[src/rtl/mult_arbiter.sv]
// Round-robin arbiter that shares one start/ready shift-add multiplier among num_req requesters.
// Zero operands bypass the multiplier; a watchdog completes jobs whose multiplier never answers.
module mult_arbiter #(
  parameter int word_length = 4,
  parameter int num_req     = 4,
  parameter int timeout     = 4*word_length+8
) (
  input  logic                           clk,
  input  logic                           reset,
  input  logic [num_req-1:0]             req,
  input  logic [num_req*word_length-1:0] req_word0,
  input  logic [num_req*word_length-1:0] req_word1,
  output logic [num_req-1:0]             grant,
  output logic [num_req-1:0]             done,
  output logic [2*word_length-1:0]       result,
  output logic                           err,
  output logic                           busy,
  output logic                           mul_start,
  output logic [word_length-1:0]         mul_word0,
  output logic [word_length-1:0]         mul_word1,
  input  logic                           mul_ready,
  input  logic [2*word_length-1:0]       mul_product
);

  localparam int IW = (num_req > 1) ? $clog2(num_req) : 1;
  localparam int CW = $clog2(timeout + 1);

  typedef enum logic [2:0] {IDLE, LAUNCH, WAIT_BUSY, WAIT_DONE, DONE} state_e;

  state_e                   state_q, state_d;
  logic [IW-1:0]            ptr_q, ptr_d;
  logic [IW-1:0]            gidx_q, gidx_d;
  logic [CW-1:0]            wdog_q, wdog_d;
  logic [num_req-1:0]       grant_q, grant_d;
  logic [num_req-1:0]       done_q, done_d;
  logic [2*word_length-1:0] result_q, result_d;
  logic                     err_q, err_d;
  logic                     busy_q, busy_d;
  logic                     mul_start_q, mul_start_d;
  logic [word_length-1:0]   word0_q, word0_d;
  logic [word_length-1:0]   word1_q, word1_d;

  logic [word_length-1:0]   w0_arr [num_req];
  logic [word_length-1:0]   w1_arr [num_req];
  logic                     win_found;
  logic [IW-1:0]            win_idx;
  logic [IW:0]              cand;
  logic                     launch;
  logic                     operand_zero;
  logic                     wdog_expire;

  // Scan upward from ptr, wrapping, for the first requester that is asking.
  always_comb begin
    win_found = 1'b0;
    win_idx   = '0;
    cand      = '0;
    for (int i = 0; i < num_req; i++) begin
      w0_arr[i] = req_word0[i*word_length +: word_length];
      w1_arr[i] = req_word1[i*word_length +: word_length];
      cand = {1'b0, ptr_q} + (IW+1)'(i);
      if (cand >= (IW+1)'(num_req)) cand = cand - (IW+1)'(num_req);
      if (!win_found && req[cand[IW-1:0]]) begin
        win_found = 1'b1;
        win_idx   = cand[IW-1:0];
      end
    end
  end

  assign launch       = win_found && mul_ready;
  assign operand_zero = (word0_q == '0) || (word1_q == '0);
  assign wdog_expire  = (wdog_q == CW'(timeout - 1));

  always_ff @(posedge clk or negedge reset) begin
    if (!reset) begin
      state_q     <= IDLE;
      ptr_q       <= '0;
      gidx_q      <= '0;
      wdog_q      <= '0;
      grant_q     <= '0;
      done_q      <= '0;
      result_q    <= '0;
      err_q       <= 1'b0;
      busy_q      <= 1'b0;
      mul_start_q <= 1'b0;
      word0_q     <= '0;
      word1_q     <= '0;
    end else begin
      state_q     <= state_d;
      ptr_q       <= ptr_d;
      gidx_q      <= gidx_d;
      wdog_q      <= wdog_d;
      grant_q     <= grant_d;
      done_q      <= done_d;
      result_q    <= result_d;
      err_q       <= err_d;
      busy_q      <= busy_d;
      mul_start_q <= mul_start_d;
      word0_q     <= word0_d;
      word1_q     <= word1_d;
    end
  end

  // In WAIT_DONE a real completion takes precedence over a coincident watchdog expiry.
  always_comb begin
    state_d = state_q;
    unique case (state_q)
      IDLE:      if (launch) state_d = LAUNCH;
      LAUNCH:    state_d = operand_zero ? DONE : WAIT_BUSY;
      WAIT_BUSY: begin
        if (!mul_ready)       state_d = WAIT_DONE;
        else if (wdog_expire) state_d = DONE;
      end
      WAIT_DONE: if (mul_ready || wdog_expire) state_d = DONE;
      DONE:      state_d = IDLE;
      default:   state_d = IDLE;
    endcase
  end

  always_comb begin
    ptr_d       = ptr_q;
    gidx_d      = gidx_q;
    wdog_d      = wdog_q;
    grant_d     = grant_q;
    done_d      = '0;
    result_d    = result_q;
    err_d       = 1'b0;
    mul_start_d = 1'b0;
    word0_d     = word0_q;
    word1_d     = word1_q;
    busy_d      = (state_d != IDLE);
    unique case (state_q)
      IDLE: begin
        if (launch) begin
          grant_d     = num_req'(1) << win_idx;
          gidx_d      = win_idx;
          word0_d     = w0_arr[win_idx];
          word1_d     = w1_arr[win_idx];
          mul_start_d = (w0_arr[win_idx] != '0) && (w1_arr[win_idx] != '0);
        end
      end
      LAUNCH: begin
        wdog_d = '0;
        if (operand_zero) begin
          result_d = '0;
          done_d   = grant_q;
        end
      end
      WAIT_BUSY: begin
        wdog_d = wdog_q + CW'(1);
        if (mul_ready && wdog_expire) begin
          result_d = '0;
          err_d    = 1'b1;
          done_d   = grant_q;
        end
      end
      WAIT_DONE: begin
        wdog_d = wdog_q + CW'(1);
        if (mul_ready) begin
          result_d = mul_product;
          done_d   = grant_q;
        end else if (wdog_expire) begin
          result_d = '0;
          err_d    = 1'b1;
          done_d   = grant_q;
        end
      end
      DONE: begin
        grant_d = '0;
        ptr_d   = (gidx_q == IW'(num_req - 1)) ? '0 : gidx_q + IW'(1);
      end
      default: ;
    endcase
  end

  assign grant     = grant_q;
  assign done      = done_q;
  assign result    = result_q;
  assign err       = err_q;
  assign busy      = busy_q;
  assign mul_start = mul_start_q;
  assign mul_word0 = word0_q;
  assign mul_word1 = word1_q;

endmodule

[config.mk]
export PLATFORM = sky130hd
export DESIGN_NAME = mult_arbiter
export DESIGN_NICKNAME = d
export VERILOG_FILES = /design/src/rtl/mult_arbiter.sv
export SDC_FILE = /design/constraint.sdc
export NUM_CORES = 1
export LEC_CHECK = 0
export ABC_AREA = 1
export BUFFER_PORTS_ARGS = -buffer_cell sky130_fd_sc_hd__buf_2
export CAP_MARGIN = 20
export CELL_PAD_IN_SITES_DETAIL_PLACEMENT = 1
export CELL_PAD_IN_SITES_GLOBAL_PLACEMENT = 1
export CORE_ASPECT_RATIO = 0.8
export CORE_MARGIN = 2
export CORE_UTILIZATION = 32
export CTS_CLUSTER_SIZE = 20
export DETAILED_ROUTE_END_ITERATION = 8
export PLACE_DENSITY = 0.8
export SLEW_MARGIN = 20
export SYNTH_ARGS = -nofsm -noshare
export SYNTH_HDL_FRONTEND = slang
export SYNTH_SLANG_ARGS = --single-unit
[constraint.sdc]
create_clock -name clk -period 1.9 [get_ports clk]
set_clock_uncertainty 0.15 [all_clocks]
set_input_delay 0.19 -clock clk [delete_from_list [all_inputs] [get_ports clk]]
set_output_delay 0.19 -clock clk [all_outputs]
set_load 0.02 [all_outputs]
==> reports/qor.yml <==
status:
  run_status: "finished with violations"
  failed_checks: "negative hold slack, negative setup slack"
floorplan:
  design.portCount: 74
  die-height_um: 79.4
  floorplan.initialDensity_pct: 33.0
  std_cell_rows: 27
  core_area_um2: 6890
  die_width_um: 98.2
  floorplan.die_area_um2: 7790
sta:
  whs_ns: -0.000597
  grt_setup_unrepaired: "yes"
  min_period_ns: 2.41
  setup_violations: 17
  finalMaxSlewViolations: 0
  final.setup.worst_slack_ns: -0.514
  max_freq_ghz: 0.414
  timing.final.crit_share_pct: 127
  hold_violations: 1
  max-slew-margin-rel_pct: 66.3
  worst-slew-pin-transition_ns: 0.505
detailed_routing:
  drt.antenna.violating_nets: 0
  routed_wire_length_per_instance_um: 16.9
  vias_per_cell: 5.03
  drt_drc_violations_left: 0
  firstDrtPassIters: 4
  route.final.wire_length_um: 8790
  route.vias.total: 2610
  detail_route.iter0.violations: 86
placed_design:
  placement.io_buffers: 73
  place.detailed.instances: 487
  post-place-ws_ns: -0.330
  detailed_place_hpwl_um: 5570
  finalWeightedCongestion: 0.827
cells_and_area:
  final_nets: 480
  layout.cells.non_filler: 519
  drive_above_1_share_pct: 47.2
  insertedDiodeCount: 0
  final_util_pct: 50.7
  fillers: 887
  layout-area-overhead-vs-synth_pct: 53.6
synth:
  synth_top_area_share_pct: 43.0
  yosys_warnings: 0
  synthDominantAreaCellType: "sky130_fd_sc_hd__dfrtp_1"
  async_reset_ff_share_pct: 100
  ys_seq_elements: 39
  synthDistinctLibCells: 32
  synth_edf_count: 0
  ys_seq_area_share_pct: 43.0
  dominantRegCellSynth: "sky130_fd_sc_hd__dfrtp_1"
  yosys-top-cells-area: "sky130_fd_sc_hd__dfrtp_1 43%, sky130_fd_sc_hd__nand2_1 18%, sky130_fd_sc_hd__inv_1 5.8%"
  yosys-top-cells-count: "106 x sky130_fd_sc_hd__nand2_1, 39 x sky130_fd_sc_hd__dfrtp_1, 35 x sky130_fd_sc_hd__inv_1"
  synthesis.instances: 301
  synth.avg_cell_area_um2: 7.55
  postSynthNetCount: 350
  post-synth-top-count-cell: "sky130_fd_sc_hd__nand2_1"
  mappedNetlistArea_um2: 2270
global_route:
  first_pass_grt_wire_length_um: 13700
  grt_antenna_before_repair: 0
  first_global_vias: 2853
  grt_usage_pct: 22.0
  pin_count_of_the_biggest_net_entering_global_routing: 40
  gr-total-overflow: 0
setup_path:
  crit_family: "simple AND/OR/NAND/NOR gates"
  critPathRequiredTime_ns: 1.94
  worst-setup-path-type: "reg2reg"
  timing.critical_path.slowest_stage_cell: "sky130_fd_sc_hd__dfrtp_2"
  worstPathMaxFanout: 6
  max_stage_delay_ns: 0.47
  end_kind: "flip-flop"
  cp_data_arrival_time_ns: 2.45
  critPathBufInv: 2
  cp_cell_sequence: "buf_6, nand2_2, nand2_1, nand2_1, nand2_1, nand2_2, nand2_2, nand2_4, nand2_4, nor2_4, buf_6, nand2_2, o21ai_1, nand2_1, nand2_2, nand2_1, nor2_1, nor2_1"
  start_kind: "flip-flop"
clock_network:
  clock_tree_from_tritoncts: "done"
  tritoncts.num_buffers: 5
  clk_latency_ns: 0.29
  htree_num_levels: 2
  cts.path.max_buffers: 2
  worst_setup_hold_path_clk_slew_ns: 0.08
  clock-root-buffer: "sky130_fd_sc_hd__clkbuf_8"
  cts_num_sinks: 39
power_and_ir_drop:
  p_per_area_nw_per_um2: 2170
  cellLeakagePower_nw: 1.88
  irDropWorstVdd_uv: 680
hold_path:
  hold_class: "in2reg"
job:
  max_cap_violations: 0
==> cell families (layout without fill, tap and decap cells) <==
logic type	Yosys count	count (layout)	synth area share (%)
adders and majority gates	2	2	1.10
xor gates and xnor gates	1	1	0.386
DFF	39	39	43.0
and+or+nand+nor	173	174	34.5
AOI/OAI and AO/OA	37	37	11.5
buffers and inverters	49	179	9.64
==> area by class of cell <==
class                   count  area [um^2]  area share (%)
clock buffers               6         82.6            2.37
clock inverters             2         35.0            1.00
inverters                  40          166            4.77
repair buffers            129          843            24.2
repair inverters            2         15.0           0.430
flip-flops and latches     39          977            28.0
multi-input cells         214         1260            36.2
well taps                  87          109            3.12
==> registers in the layout, indices dropped and copies added (netlist names) <==
register   cells
busy           1
ptr_q          2
err            1
done           4
gidx_q         2
mul_word0      4
mul_word1      4
wdog_q         5
result         8
state_q        3
mul_start      1
grant          4
==> layer usage <==
layer | wire length, um | vias to the layer above | track usage (%)
met4 | 251 | 0 | 6.30
met5 | 0 | - | 0
met2 | 4460 | 69 | 39.5
met3 | 352 | 21 | 3.68
met1 | 3730 | 1286 | 27.4
li1 | - | 1234 | -
==> through the flow <==
step                      setup TNS, ns  power [mW]  cell area, um^2
after CTS                         -3.80        7.09             3370
final                             -4.91        7.59             3490
after global routing              -7.04        8.20             3490
after detailed placement          -4.40        5.56             2960
after floorplan                 -0.0929        4.06             2270
after global placement            -2.53        5.36             2960
==> worst paths after layout <==
path,start,end,slack [ns],cells after the start
min,mul_product[7],result[7],-0.0006,2
min in group asynchronous,reset,wdog_q[4],0.33,3
max reg2reg,ptr_q[0],mul_start,-0.51,18
min reg2reg,result[7],result[7],0.35,1
max in group asynchronous,reset,ptr_q[0],0.89,3
max,ptr_q[0],mul_start,-0.51,18
==> where the power goes <==
group	switching, mW	leakage, nW	total, mW	internal (mW)
Sequential	0.253	0.499	1.40	1.15
Clock	0.301	0.0612	0.726	0.425
Combinational	3.20	1.32	5.46	2.26
Total	3.75	1.88	7.59	3.83
==> placed cells by master (no fill, tap or decap), drive strengths merged <==
cell,count
buf,126
a22o,1
clkinv,1
o32ai,4
clkinvlp,3
dfrtp,39
ha,2
nor3,2
a21oi,1
o221ai,1
o31ai,1
o21ai,15
inv,39
xor2,1
nand3b,1
a31oi,3
o41ai,1
nand3,15
clkbuf,6
dlygate4sd3,3
o22ai,2
bufinv,1
nor2,26
nand2,123
a32o,8
nand4,7
==> repair_timing <==
item | in CTS | in global routing
pin swaps | 16 | 4
cloned | 4 | 1
hold endpoints to repair | 40 | 1
setup endpoints to repair | 29 | 29
hold buffers | 2 | 1
resized for setup | 45 | 25
buffers inserted | 13 | 3
(Power assumes the default switching activity.)
